$ cat config.mk
export PLATFORM = sky130hd
export DESIGN_NAME = mem_port_arbiter_flat
export DESIGN_NICKNAME = d
export VERILOG_FILES = /design/src/rtl/mem_port_arbiter_pkg.sv /design/src/rtl/mem_port_arbiter_if.sv /design/src/rtl/mem_port_arbiter_pick.sv /design/src/rtl/mem_port_arbiter.sv /design/src/flat_wrapper.sv
export SDC_FILE = /design/constraint.sdc
export NUM_CORES = 1
export LEC_CHECK = 0
export CAP_MARGIN = 20
export CORE_AREA = 5 5 145 105
export CTS_CLUSTER_DIAMETER = 150
export DETAILED_ROUTE_END_ITERATION = 12
export DIE_AREA = 0 0 150 110
export GPL_ROUTABILITY_DRIVEN = 1
export GPL_TIMING_DRIVEN = 0
export PLACE_DENSITY = 0.91
export RECOVER_POWER = 100
export SLEW_MARGIN = 40
export SYNTH_ARGS = -nofsm -noshare
export SYNTH_HDL_FRONTEND = slang
export SYNTH_SLANG_ARGS = --single-unit
$ cat constraint.sdc
create_clock -name clk_i -period 1.8 [get_ports clk_i]
set_input_delay 0.36 -clock clk_i [delete_from_list [all_inputs] [get_ports clk_i]]
set_output_delay 0.36 -clock clk_i [all_outputs]
set_load 0.1 [all_outputs]
$ cat src/rtl/mem_port_arbiter_pkg.sv
// Shared types and constants for the unified-memory port arbiter.
package mem_port_arbiter_pkg;

  localparam int unsigned ADDR_W_DEF = 32;
  localparam int unsigned DATA_W_DEF = 32;
  localparam int unsigned BURST_W    = 4;

  typedef enum logic [1:0] {
    IDLE    = 2'd0,
    SERVE_D = 2'd1,
    SERVE_I = 2'd2
  } state_e;

  typedef enum logic {
    PORT_I = 1'b0,
    PORT_D = 1'b1
  } port_e;

  // Saturating increment of the consecutive-data-grant counter.
  function automatic logic [BURST_W-1:0] burst_sat_inc(
    input logic [BURST_W-1:0] cnt,
    input logic [BURST_W-1:0] limit
  );
    return (cnt == limit) ? cnt : cnt + BURST_W'(1);
  endfunction

endpackage

$ cat src/rtl/mem_port_arbiter_if.sv
// Bundle of the fetch port, data port and backing-memory handshake signals.
interface mem_port_arbiter_if
  import mem_port_arbiter_pkg::*;
#(
  parameter int unsigned ADDR_W = ADDR_W_DEF,
  parameter int unsigned DATA_W = DATA_W_DEF
);

  logic              i_req_i;
  logic [ADDR_W-1:0] i_addr_i;
  logic              i_ack_o;
  logic [DATA_W-1:0] i_rdata_o;
  logic              if_stall_o;

  logic              d_req_i;
  logic              d_we_i;
  logic [ADDR_W-1:0] d_addr_i;
  logic [DATA_W-1:0] d_wdata_i;
  logic              d_ack_o;
  logic [DATA_W-1:0] d_rdata_o;
  logic              mem_stall_o;

  logic              mem_req_o;
  logic              mem_we_o;
  logic [ADDR_W-1:0] mem_addr_o;
  logic [DATA_W-1:0] mem_wdata_o;
  logic              mem_ack_i;
  logic [DATA_W-1:0] mem_rdata_i;

  logic              err_o;

  // Arbiter side.
  modport slave (
    input  i_req_i, i_addr_i, d_req_i, d_we_i, d_addr_i, d_wdata_i,
    input  mem_ack_i, mem_rdata_i,
    output i_ack_o, i_rdata_o, if_stall_o, d_ack_o, d_rdata_o, mem_stall_o,
    output mem_req_o, mem_we_o, mem_addr_o, mem_wdata_o, err_o
  );

  // Pipeline / memory-model side.
  modport master (
    output i_req_i, i_addr_i, d_req_i, d_we_i, d_addr_i, d_wdata_i,
    output mem_ack_i, mem_rdata_i,
    input  i_ack_o, i_rdata_o, if_stall_o, d_ack_o, d_rdata_o, mem_stall_o,
    input  mem_req_o, mem_we_o, mem_addr_o, mem_wdata_o, err_o
  );

endinterface

$ cat src/rtl/mem_port_arbiter_pick.sv
// Data-first priority pick, yielding to a waiting fetch once the data burst limit is hit.
module mem_port_arbiter_pick
  import mem_port_arbiter_pkg::*;
#(
  parameter int unsigned MAX_D_BURST = 4
) (
  input  logic               i_i_req,
  input  logic               i_d_req,
  input  logic [BURST_W-1:0] i_burst_cnt,
  output logic               o_gnt_valid_c,
  output port_e              o_gnt_port_c
);

  localparam logic [BURST_W-1:0] LIMIT = BURST_W'(MAX_D_BURST);

  logic w_d_win;

  assign w_d_win       = i_d_req & ~(i_i_req & (i_burst_cnt == LIMIT));
  assign o_gnt_valid_c = w_d_win | i_i_req;
  assign o_gnt_port_c  = w_d_win ? PORT_D : PORT_I;

endmodule

$ cat src/rtl/mem_port_arbiter.sv
// Serialises IF and MEM-stage accesses onto one single-port memory with
// registered handshakes, one-cycle acks and a bounded data burst.
module mem_port_arbiter
  import mem_port_arbiter_pkg::*;
#(
  parameter int unsigned ADDR_W      = ADDR_W_DEF,
  parameter int unsigned DATA_W      = DATA_W_DEF,
  parameter int unsigned MAX_D_BURST = 4
) (
  input  logic                     clk_i,
  input  logic                     rst_i,
  mem_port_arbiter_if.slave        bus
);

  localparam logic [BURST_W-1:0] LIMIT = BURST_W'(MAX_D_BURST);

  state_e             r_state;
  logic [BURST_W-1:0] r_burst_cnt;
  logic               r_mem_req;
  logic               r_mem_we;
  logic [ADDR_W-1:0]  r_mem_addr;
  logic [DATA_W-1:0]  r_mem_wdata;
  logic               r_i_ack;
  logic               r_d_ack;
  logic [DATA_W-1:0]  r_i_rdata;
  logic [DATA_W-1:0]  r_d_rdata;
  logic               r_err;

  logic               w_gnt_valid;
  port_e              w_gnt_port;

  mem_port_arbiter_pick #(
    .MAX_D_BURST (MAX_D_BURST)
  ) u_pick (
    .i_i_req       (bus.i_req_i),
    .i_d_req       (bus.d_req_i),
    .i_burst_cnt   (r_burst_cnt),
    .o_gnt_valid_c (w_gnt_valid),
    .o_gnt_port_c  (w_gnt_port)
  );

  // Request latch, handshake FSM, burst counter and error flag.
  always_ff @(posedge clk_i) begin
    if (rst_i) begin
      r_state     <= IDLE;
      r_burst_cnt <= '0;
      r_mem_req   <= 1'b0;
      r_mem_we    <= 1'b0;
      r_mem_addr  <= '0;
      r_mem_wdata <= '0;
      r_i_ack     <= 1'b0;
      r_d_ack     <= 1'b0;
      r_i_rdata   <= '0;
      r_d_rdata   <= '0;
      r_err       <= 1'b0;
    end else begin
      r_i_ack <= 1'b0;
      r_d_ack <= 1'b0;
      unique case (r_state)
        IDLE: begin
          if (bus.mem_ack_i) begin
            r_err <= 1'b1;
          end
          if (w_gnt_valid) begin
            r_mem_req <= 1'b1;
            if (w_gnt_port == PORT_D) begin
              r_state     <= SERVE_D;
              r_mem_we    <= bus.d_we_i;
              r_mem_addr  <= bus.d_addr_i;
              r_mem_wdata <= bus.d_wdata_i;
              r_burst_cnt <= bus.i_req_i ? burst_sat_inc(r_burst_cnt, LIMIT) : '0;
            end else begin
              r_state     <= SERVE_I;
              r_mem_we    <= 1'b0;
              r_mem_addr  <= bus.i_addr_i;
              r_mem_wdata <= '0;
              r_burst_cnt <= '0;
            end
          end
        end
        SERVE_D, SERVE_I: begin
          if (bus.mem_ack_i) begin
            r_state   <= IDLE;
            r_mem_req <= 1'b0;
            if (r_state == SERVE_D) begin
              r_d_ack   <= 1'b1;
              r_d_rdata <= bus.mem_rdata_i;
            end else begin
              r_i_ack   <= 1'b1;
              r_i_rdata <= bus.mem_rdata_i;
            end
          end
        end
        default: r_state <= IDLE;
      endcase
    end
  end

  assign bus.mem_req_o   = r_mem_req;
  assign bus.mem_we_o    = r_mem_we;
  assign bus.mem_addr_o  = r_mem_addr;
  assign bus.mem_wdata_o = r_mem_wdata;
  assign bus.i_ack_o     = r_i_ack;
  assign bus.d_ack_o     = r_d_ack;
  assign bus.i_rdata_o   = r_i_rdata;
  assign bus.d_rdata_o   = r_d_rdata;
  assign bus.err_o       = r_err;

  // Stalls are combinational so the pipeline releases in the ack cycle itself.
  assign bus.if_stall_o  = bus.i_req_i & ~r_i_ack;
  assign bus.mem_stall_o = bus.d_req_i & ~r_d_ack;

endmodule
$ cat src/flat_wrapper.sv
// flat-port wrapper written by rule: the top's interface ports become plain ports
module mem_port_arbiter_flat import mem_port_arbiter_pkg::*;
#(
  parameter int unsigned ADDR_W      = ADDR_W_DEF,
  parameter int unsigned DATA_W      = DATA_W_DEF,
  parameter int unsigned MAX_D_BURST = 4
)
  (clk_i, rst_i, bus_i_req_i, bus_i_addr_i, bus_d_req_i, bus_d_we_i, bus_d_addr_i, bus_d_wdata_i, bus_mem_ack_i, bus_mem_rdata_i, bus_i_ack_o, bus_i_rdata_o, bus_if_stall_o, bus_d_ack_o, bus_d_rdata_o, bus_mem_stall_o, bus_mem_req_o, bus_mem_we_o, bus_mem_addr_o, bus_mem_wdata_o, bus_err_o);
  mem_port_arbiter_if #(.ADDR_W(ADDR_W), .DATA_W(DATA_W)) bus_i ();
  input  logic clk_i;
  input  logic rst_i;
  input wire logic [$bits(bus_i.i_req_i)-1:0] bus_i_req_i;
  input wire logic [$bits(bus_i.i_addr_i)-1:0] bus_i_addr_i;
  input wire logic [$bits(bus_i.d_req_i)-1:0] bus_d_req_i;
  input wire logic [$bits(bus_i.d_we_i)-1:0] bus_d_we_i;
  input wire logic [$bits(bus_i.d_addr_i)-1:0] bus_d_addr_i;
  input wire logic [$bits(bus_i.d_wdata_i)-1:0] bus_d_wdata_i;
  input wire logic [$bits(bus_i.mem_ack_i)-1:0] bus_mem_ack_i;
  input wire logic [$bits(bus_i.mem_rdata_i)-1:0] bus_mem_rdata_i;
  output wire logic [$bits(bus_i.i_ack_o)-1:0] bus_i_ack_o;
  output wire logic [$bits(bus_i.i_rdata_o)-1:0] bus_i_rdata_o;
  output wire logic [$bits(bus_i.if_stall_o)-1:0] bus_if_stall_o;
  output wire logic [$bits(bus_i.d_ack_o)-1:0] bus_d_ack_o;
  output wire logic [$bits(bus_i.d_rdata_o)-1:0] bus_d_rdata_o;
  output wire logic [$bits(bus_i.mem_stall_o)-1:0] bus_mem_stall_o;
  output wire logic [$bits(bus_i.mem_req_o)-1:0] bus_mem_req_o;
  output wire logic [$bits(bus_i.mem_we_o)-1:0] bus_mem_we_o;
  output wire logic [$bits(bus_i.mem_addr_o)-1:0] bus_mem_addr_o;
  output wire logic [$bits(bus_i.mem_wdata_o)-1:0] bus_mem_wdata_o;
  output wire logic [$bits(bus_i.err_o)-1:0] bus_err_o;
  assign bus_i.i_req_i = bus_i_req_i;
  assign bus_i.i_addr_i = bus_i_addr_i;
  assign bus_i.d_req_i = bus_d_req_i;
  assign bus_i.d_we_i = bus_d_we_i;
  assign bus_i.d_addr_i = bus_d_addr_i;
  assign bus_i.d_wdata_i = bus_d_wdata_i;
  assign bus_i.mem_ack_i = bus_mem_ack_i;
  assign bus_i.mem_rdata_i = bus_mem_rdata_i;
  assign bus_i_ack_o = bus_i.i_ack_o;
  assign bus_i_rdata_o = bus_i.i_rdata_o;
  assign bus_if_stall_o = bus_i.if_stall_o;
  assign bus_d_ack_o = bus_i.d_ack_o;
  assign bus_d_rdata_o = bus_i.d_rdata_o;
  assign bus_mem_stall_o = bus_i.mem_stall_o;
  assign bus_mem_req_o = bus_i.mem_req_o;
  assign bus_mem_we_o = bus_i.mem_we_o;
  assign bus_mem_addr_o = bus_i.mem_addr_o;
  assign bus_mem_wdata_o = bus_i.mem_wdata_o;
  assign bus_err_o = bus_i.err_o;
  mem_port_arbiter #(.ADDR_W(ADDR_W), .DATA_W(DATA_W), .MAX_D_BURST(MAX_D_BURST)) u_core (.clk_i(clk_i), .rst_i(rst_i), .bus(bus_i));
endmodule
* Word level (Yosys, flattened, before mapping)
Cells that the tools add are included.
** Word-level totals
- Flip-flop bits (word level) :: 139
- Input bits :: 134
- Output and inout bits :: 135
- Word-level logic and storage cells :: 56
** Cells by class
- $add $sub $neg :: 1
- Eq/ne operators :: 6
- Multiplexer cells :: 16
- Bitwise operators :: 11
- Reductions and logical operators :: 11
** Operators with widths (count)
- $mux W32 :: 2
- $mux W4 :: 3
- $reduce_and A3 Y1 :: 4
- $mux W1 :: 6
- $mux W2 :: 3
- $not A1 Y1 :: 6
- $reduce_and A2 Y1 :: 3
- $add A4 B1 Y4 const B :: 1
- $and A1 B1 Y1 :: 4
- $eq A4 B3 Y1 const B :: 1
- $ne A2 B2 Y1 const B :: 2
- $pmux W2 S2 :: 1
- $ne A3 B3 Y1 const B :: 1
- $reduce_or A3 Y1 :: 1
- $eq A2 B1 Y1 const B :: 1
- $eq A2 B2 Y1 const B :: 1
- $logic_not A2 Y1 :: 1
- $pmux W1 S2 :: 1
- $reduce_bool A2 Y1 :: 1
- $reduce_or A2 Y1 :: 1
- $or A1 B1 Y1 :: 1

* Longest topological paths before layout
Gate-level depths: netlist of run 1.
- Depth after elaboration :: 8
- Depth in mapped cells :: 8
- Mapped depth without buffers :: 5

* Cells and area by module
A second synthesis of run 1 with hierarchy kept.
** Unflattened totals
- Cells, all modules :: 630
- Area, all modules :: 5361.4 um^2
** By module, submodules not included
- mem_port_arbiter :: times used 1, cells each 627, area each 5332.6 um^2, sequential area each 2782.7 um^2
- mem_port_arbiter_pick :: times used 1, cells each 3, area each 28.8 um^2, sequential area each 0.0 um^2

* Least setup slack after synthesis of run 1
No wires, ideal clock.
- Path kind :: reg2out
- From :: register u_core.r_i_ack (netlist: u_core.bus.i_ack_o)
- To :: output bus_if_stall_o
- Arrival time :: 2114 ps
- Data required time :: 1440 ps
- Path slack :: -674 ps
- Cell stages (with the launch flop) :: 2
- Path buffers :: 0
- Cell sequence :: dfxtp_1 > nor2b_1
** Between the ends
- Word-level cells in the longest chain between the ends :: 2
** RTL lines
- start, declared :: RTL line mem_port_arbiter.sv:23 : logic r_i_ack;
- start signal, assigned :: RTL line mem_port_arbiter.sv:51 : r_i_ack <= 1'b0;
- start signal, assigned :: RTL line mem_port_arbiter.sv:57 : r_i_ack <= 1'b0;
- start signal, assigned :: RTL line mem_port_arbiter.sv:89 : r_i_ack <= 1'b1;
- $not A1 Y1 :: RTL line mem_port_arbiter.sv:110 : assign bus.if_stall_o = bus.i_req_i & ~r_i_ack;
- $and A1 B1 Y1 :: RTL line mem_port_arbiter.sv:110
- end, declared :: RTL line flat_wrapper.sv:22 : output wire logic [$bits(bus_i.if_stall_o)-1:0] bus_if_stall_o;
Every way passes these cells.

* Final worst setup path of run 1
- From :: input bus_d_req_i
- To :: output bus_mem_stall_o
** Between the ends
- Word-level cells in the longest chain between the ends :: 1
** RTL lines
- start, declared :: RTL line flat_wrapper.sv:14 : input wire logic [$bits(bus_i.d_req_i)-1:0] bus_d_req_i;
- $and A1 B1 Y1 :: RTL line mem_port_arbiter.sv:111 : assign bus.mem_stall_o = bus.d_req_i & ~r_d_ack;
- end, declared :: RTL line flat_wrapper.sv:25 : output wire logic [$bits(bus_i.mem_stall_o)-1:0] bus_mem_stall_o;
Every way passes these cells.

==> results.json, run 1 <==
{
  "netlist_instances": 680,
  "finalHoldViolations": 0,
  "pwr_dens_mw_per_mm2": 1210,
  "initial_utilization": 0.401,
  "die-height_um": 110,
  "critical_path_required_ns": 1.44,
  "dp_cells": 1134,
  "post-synth-top-area-cell": "sky130_fd_sc_hd__dfxtp_1",
  "layout.core_utilization": 0.609,
  "synthArstFlopShare": 0,
  "synth_edf_count": 0,
  "cp.arrival_ns": 1.35,
  "cell_internal_pwr_mw": 6.22,
  "yosys_register_bits": 139,
  "cellLeakagePower_nw": 3.35,
  "rsz0062_at_grt": "false",
  "final_period_minus_worst_setup_slack_ns": 1.71,
  "num-nets-final": 1100,
  "worstPathMaxFanout": 10,
  "dieWidth_um": 150,
  "power.sequential.fraction": 0.339,
  "multi_input_comb_area_mm2": 0.00236,
  "postCtsHoldBufs": 0,
  "drc": 0,
  "core-area_mm2": 0.0137,
  "drive_above_1_share": 0.221,
  "comb_power_share": 0.293,
  "antenna_violations_before_repair": 0,
  "postLayoutSetupSlackWorst_ns": 0.0893,
  "drt_iter0_drc": 458,
  "synth_top_cell_area_share": 0.507,
  "seq_area_frac_synth": 0.507,
  "outcome": "completed",
  "grtUsageMet3": 0.0756,
  "ys.warnings.count": 0,
  "vias_per_cell": 5.17,
  "number_of_pins_with_negative_max_slew_slack_in_the_final_report": 0,
  "place_worst_setup_slack_ns": -0.110,
  "top_level_ports": 269,
  "grt.met1_usage": 0.296,
  "type_of_element_capturing_the_critical_path": "output pin",
  "clock_path_buffers": 2,
  "critical_path_class": "in2out",
  "grt_first_pass_wirelength_um": 30100,
  "maximum_frequency_from_static_timing_analysis_ghz": 0.585,
  "detail_route.first_pass.iterations": 5,
  "ys_types": 32,
  "post-synth-top-count-cell": "sky130_fd_sc_hd__nand2_1",
  "grt.overflow.total": 0,
  "fillCellCount": 1273,
  "met2_usage": 0.368,
  "hpwlAfterDp_um": 15100,
  "first_global_vias": 5748,
  "post-cts-setup-buffers": 0,
  "seqCellArea_mm2": 0.00278,
  "synthesis.area_mm2": 0.00549,
  "die_area_mm2": 0.0165,
  "worst_setup_path_start_kind": "input port",
  "slew_headroom": 0.528,
  "total_switching_power_mw": 3.86,
  "slew_at_the_pin_closest_to_its_max_slew_limit_ns": 0.708,
  "grt_start_max_net_pins": 17,
  "globalRouteTotalUtil": 0.230,
  "fin_worst_skew_ns": 0.0113,
  "top_usage_layer": "met2",
  "route.vias.total": 6019,
  "yosys_most_used_dff": "sky130_fd_sc_hd__dfxtp_1",
  "final_cells": 1165,
  "switching_share": 0.383,
  "antenna_cells": 0,
  "drt_wl_total_um": 19700,
  "final_min_period_over_clock_period": 0.950,
  "cts.reportedPaths.clkPinSlew_ns": 0.06,
  "antenna_left": 0,
  "clkPwrFrac": 0.367,
  "clock-sinks": 139,
  "core.rowCount": 36,
  "holdCritPathClass": "in2reg",
  "clock-root-buffer": "sky130_fd_sc_hd__clkbuf_16",
  "synth_nets": 818,
  "place_congestion": 0.838,
  "clkLatencyLatePin_ns": 0.40,
  "final-setup-viol-count": 0,
  "tritoncts": "built",
  "area_growth_syn_to_layout_pct": 51.8,
  "yosys-top-cells-area": "sky130_fd_sc_hd__dfxtp_1 51%, sky130_fd_sc_hd__nand2_1 11%, sky130_fd_sc_hd__a21oi_1 9.4%",
  "synthesis.area_per_instance_um2": 8.07,
  "numPortBuffers": 264,
  "maxCapViolCount": 0,
  "ir_drop_mv": 0.615,
  "synth_commonest_cells": "166 x sky130_fd_sc_hd__nand2_1, 139 x sky130_fd_sc_hd__dfxtp_1, 103 x sky130_fd_sc_hd__a21oi_1, 37 x sky130_fd_sc_hd__nand4_1, 36 x sky130_fd_sc_hd__nor2_1",
  "cts-htree-levels": 4,
  "cts-buffers-inserted": 17,
  "avgRoutedWirePerCell_um": 16.9
}
==> kinds of logic after synthesis <==
| family | count (synthesis) | synth area share |
|---|---|---|
| AOI/OAI and AO/OA | 176 | 0.186 |
| and+or+nand+nor | 288 | 0.234 |
| DFF | 139 | 0.507 |
| adders and majority gates | 4 | 0.00912 |
| buffers and inverters | 73 | 0.0645 |
==> cells in the final DEF, fill, tap and decap left out, types with 2 or more instances in the layout <==
cell type and n:
sky130_fd_sc_hd__clkinv_4 2, sky130_fd_sc_hd__ha_1 3, sky130_fd_sc_hd__dfxtp_1 139, sky130_fd_sc_hd__clkbuf_16 17, sky130_fd_sc_hd__bufinv_16 3, sky130_fd_sc_hd__clkbuf_2 150, sky130_fd_sc_hd__o311ai_0 2, sky130_fd_sc_hd__buf_6 3
sky130_fd_sc_hd__and3_1 2, sky130_fd_sc_hd__o21ai_0 25, sky130_fd_sc_hd__nand4_1 37, sky130_fd_sc_hd__clkdlybuf4s50_1 129, sky130_fd_sc_hd__inv_1 5, sky130_fd_sc_hd__nand4b_1 3, sky130_fd_sc_hd__nand2_1 166, sky130_fd_sc_hd__nand3b_1 3
sky130_fd_sc_hd__buf_2 18, sky130_fd_sc_hd__inv_6 6, sky130_fd_sc_hd__nand3_1 33, sky130_fd_sc_hd__o21ai_1 10, sky130_fd_sc_hd__nor2_1 35, sky130_fd_sc_hd__buf_4 6, sky130_fd_sc_hd__clkbuf_1 24, sky130_fd_sc_hd__a21oi_1 103
sky130_fd_sc_hd__a311oi_1 32
==> worst paths after layout <==
check	startpoint	endpoint	slack (ns)	cells after the start
setup / recovery	bus_d_req_i	bus_mem_stall_o	0.09	5
hold / removal	bus_i_req_i	u_core.bus.mem_req_o	0.39	4
setup reg to reg	u_core.r_burst_cnt[0]	u_core.bus.mem_wdata_o[8]	0.11	7
hold reg to reg	u_core.bus.d_rdata_o[3]	u_core.bus.d_rdata_o[3]	0.45	2
==> per-stage QoR <==
| step | setup TNS [ns] | area, µm² | hold WS (ns) | total power [mW] |
|---|---|---|---|---|
| CTS | 0 | 8330 | 0.383 | 10.1 |
| finish | 0 | 8330 | 0.395 | 10.1 |
| global route | 0 | 8330 | 0.447 | 10.4 |
| floorplan | -0.152 | 5500 | 0.451 | 5.68 |
| global placement | -3.36 | 8380 | 0.440 | 6.62 |
| detailed placement | -0.919 | 7700 | 0.443 | 6.44 |
==> flip-flops by register name, indices dropped and copies added (netlist names) <==
| name | count |
|---|---|
| u_core.bus.d_ack_o | 1 |
| u_core.bus.d_rdata_o | 32 |
| u_core.bus.err_o | 1 |
| u_core.bus.i_ack_o | 1 |
| u_core.bus.i_rdata_o | 32 |
| u_core.bus.mem_addr_o | 32 |
| u_core.bus.mem_req_o | 1 |
| u_core.bus.mem_wdata_o | 32 |
| u_core.bus.mem_we_o | 1 |
| u_core.r_burst_cnt | 4 |
| u_core.r_state | 2 |
==> critical path, cell delays in order <==
cell	delay, ns
sky130_fd_sc_hd__buf_2	0.22
sky130_fd_sc_hd__inv_1	0.16
sky130_fd_sc_hd__buf_2	0.24
sky130_fd_sc_hd__nor2_4	0.13
sky130_fd_sc_hd__buf_6	0.23
==> power groups by stage <==
| stage | Clock (mW) | Sequential (mW) | Combinational (mW) |
|---|---|---|---|
| after floorplan | 0 | 5.04 | 0.648 |
| after global placement | 0 | 3.47 | 3.14 |
| after detailed placement | 0 | 3.48 | 2.96 |
| after CTS | 3.75 | 3.41 | 2.97 |
| after global routing | 3.89 | 3.45 | 3.10 |
| final | 3.70 | 3.42 | 2.95 |
==> layout make-up <==
class / instances / area share
buffer: 67 / 0.0402
tap: 190 / 0.0285
sequential: 139 / 0.334
inverter: 5 / 0.00225
clock buffer: 19 / 0.0531
timing repair buffer: 264 / 0.237
clock inverter: 13 / 0.0215
multi-input combinational: 468 / 0.284
==> routing by layer <==
metal | vias up | part of all wire
li1 | 2943 | -
met1 | 2758 | 0.43
met4 | 0 | 0.021
met5 | - | 0
met3 | 34 | 0.10
met2 | 284 | 0.45
==> what timing repair did <==
item	CTS	global route
setup endpoints to repair	21	73
resized for setup	4	13
pin swaps	0	0
No activity file was read; power rests on OpenSTA's default activity.
==> run 2, diff against run 1 <==
--- a/config.mk
+++ b/config.mk
@@ -10,7 +10,6 @@
 export CTS_CLUSTER_DIAMETER = 150
 export DETAILED_ROUTE_END_ITERATION = 12
 export DIE_AREA = 0 0 150 110
-export GPL_ROUTABILITY_DRIVEN = 1
 export GPL_TIMING_DRIVEN = 0
 export PLACE_DENSITY = 0.91
 export RECOVER_POWER = 100
==> results of run 2 <==
No change in the layout: final DEF, timing and power equal those of run 1.
==> RTL edit, RTL diff (settings of run 2) <==
The package constant `BURST_W` goes from 4 to 6.
--- a/src/rtl/mem_port_arbiter_pkg.sv
+++ b/src/rtl/mem_port_arbiter_pkg.sv
@@ -4,5 +4,5 @@
   localparam int unsigned ADDR_W_DEF = 32;
   localparam int unsigned DATA_W_DEF = 32;
-  localparam int unsigned BURST_W    = 4;
+  localparam int unsigned BURST_W    = 6;
 
   typedef enum logic [1:0] {
Formal check against the unedited RTL: same outputs for any inputs over 4 cycles, from zero or initial values and one cycle with rst_i high; that may be too few to reach the edited logic, so the function may still have changed.
==> RTL edit against run 2 <==
- cell area increased by 1.2%
- total power is 2.3% lower
- sequential cell count up 2
- area after synthesis fell by 1.9%
- sequential share of layout area rose by 0.16 points
- wire length down 7.2%
- worst setup slack got worse by 0.064 ns
- first-iteration DRC count is 32% lower
- critical endpoint is now u_core.bus.mem_addr_o[23]
- largest power group unchanged
==> RTL edit: results (changes against run 2) <==
| Metric | Value |
|---|---|
| DPL Wire Length | `13950 um (was 15080 um)` |
| Drt initial violations | `313 (was 458)` |
| Cell depth of the worst hold path | `2 (was 4)` |
| PostCTS Resize Cnt | `40 (was 4)` |
| Count of different cell masters after synthesis | `31 (was 32)` |
| Port buffer count | `267 (was 264)` |
| Routed Wire Length | `18270 um (was 19700 um)` |
| Final Wtd Congestion | `0.7972 (was 0.8378)` |
| VDD IR max | `0.0006047 V (was 0.0006152 V)` |
| Layout cells sized above 1 | `0.2364 (was 0.2205)` |
| Synth top area share | `0.5240 (was 0.5070)` |
| NetSw | `3.748 mW (was 3.859 mW)` |
| R2r endpoint | `u_core.bus.mem_addr_o[23] (was u_core.bus.mem_wdata_o[8])` |
| Area contributors post-synth | `dfxtp_1 52%, nand2_1 14%, a21oi_1 12%, a211oi_1 4.6%, nand3_1 3.5% (was dfxtp_1 51%, nand2_1 11%, a21oi_1 9.4%, a311oi_1 5.1%, nand4_1 4.2%)` |
| Mapped Nets | `822 (was 818)` |
| Setup CP Type | `reg -> reg (was in -> out)` |
| Slowest CP cell | `or4b_4 (was buf_2)` |
| Worst Hold Class | `reg -> reg (was in -> reg)` |
| Vias in the first global route | `5529 (was 5748)` |
| Power Clock | `3.60 mW (was 3.70 mW)` |
| Global-route wire length before repair | `27960 um (was 30090 um)` |
| Syn. warnings | `0 (unchanged)` |
| CP top delay family | `simple AND/OR/NAND/NOR gates (was buffers and inverters)` |
| Comb. pwr | `2.81 mW (was 2.95 mW)` |
| Final net count | `1115 (was 1100)` |
| Top post-synthesis cells by count | `204 x nand2_1, 141 x dfxtp_1, 124 x a21oi_1 (was 166 x nand2_1, 139 x dfxtp_1, 103 x a21oi_1)` |
| Reg2Reg Depth | `6 (was 7)` |
| Final hold slack | `0.4536 ns (was 0.3948 ns)` |
| First drt pass iteration count | `7 (was 5)` |
| Via count | `5832 (was 6019)` |
| FF-to-FF Start | `u_core.r_burst_cnt[3] (was u_core.r_burst_cnt[0])` |
| Leak pwr | `3.450 nW (was 3.353 nW)` |
| DP Area | `7636 um2 (was 7704 um2)` |
| Status | `completed (unchanged)` |
| Clk_skew | `0.01194 ns (was 0.01128 ns)` |
| Hold Crit Start | `u_core.bus.mem_wdata_o[24] (was bus_i_req_i)` |
| Worst EP arrival | `2.05 ns (was 1.35 ns)` |
| R2R Setup Slk | `0.02 ns (was 0.11 ns)` |
| Top_reg_cell synth | `dfxtp_1 (unchanged)` |
| Post-Place Worst Slack | `-0.9281 ns (was -0.1102 ns)` |
| Sequential-to-total area share from yosys stat | `0.5240 (was 0.5070)` |
| Achievable frequency | `0.5634 GHz (was 0.5845 GHz)` |
| Worst path max stage delay | `0.55 ns (was 0.24 ns)` |
-- RTL edit: changes by cell type after synthesis, sizes merged, moves of 3 or more --
cell	delta
a211oi	+33
nand4	-36
buf	-21
nor2	+9
a22oi	+3
nand3	+5
nand2	+38
clkbuf	+9
a21oi	+31
a311oi	-32
o21ai	-32
nand4b	-3
-- RTL edit: layer usage --
layer / track usage / share of wire / up-vias
li1: - / - / 2887
met1: 0.2631 / 0.44 / 2719
met2: 0.3604 / 0.47 / 204
met3: 0.07070 / 0.083 / 22
met4: 0.06397 / 0.016 / 0
met5: 0 / 0 / -
-- RTL edit: cells by family (layout without fill, tap and decap cells) --
| group | count (synthesis) | after routing | synth area share |
|---|---|---|---|
| buffers and inverters | 60 | 366 | 0.04739 |
| flip-flops | 141 | 141 | 0.5240 |
| adder cells (fa/ha/maj) | 4 | 4 | 0.009292 |
| AO/OA/AOI/OAI | 182 | 182 | 0.1970 |
| AND/OR/NAND/NOR | 297 | 297 | 0.2223 |
-- RTL edit: area by class of cell --
| type | instances | area, um2 |
|---|---|---|
| fill | 1231 | 5258 |
| sequential | 141 | 2830 |
| multi-input combinational | 483 | 2377 |
| timing repair buffer | 276 | 2079 |
| clock buffer | 17 | 425.4 |
| buffer | 54 | 295.3 |
| tap | 190 | 237.7 |
| clock inverter | 15 | 175.2 |
| inverter | 4 | 15.01 |
-- RTL edit: worst min-delay path, stage by stage, from the launching register on --
cell and delay, ns:
dfxtp_1 0.31, nand2_1 0.05, a21oi_1 0.05
-- RTL edit: through the flow --
step                power [mW]    util  std cells
floorplan                5.533       -        684
global placement         6.414  0.6070       1141
detailed placement       6.254  0.5577       1141
CTS                      9.881  0.6084       1172
global route             10.21  0.6160       1180
finish                   9.847  0.6160       1180
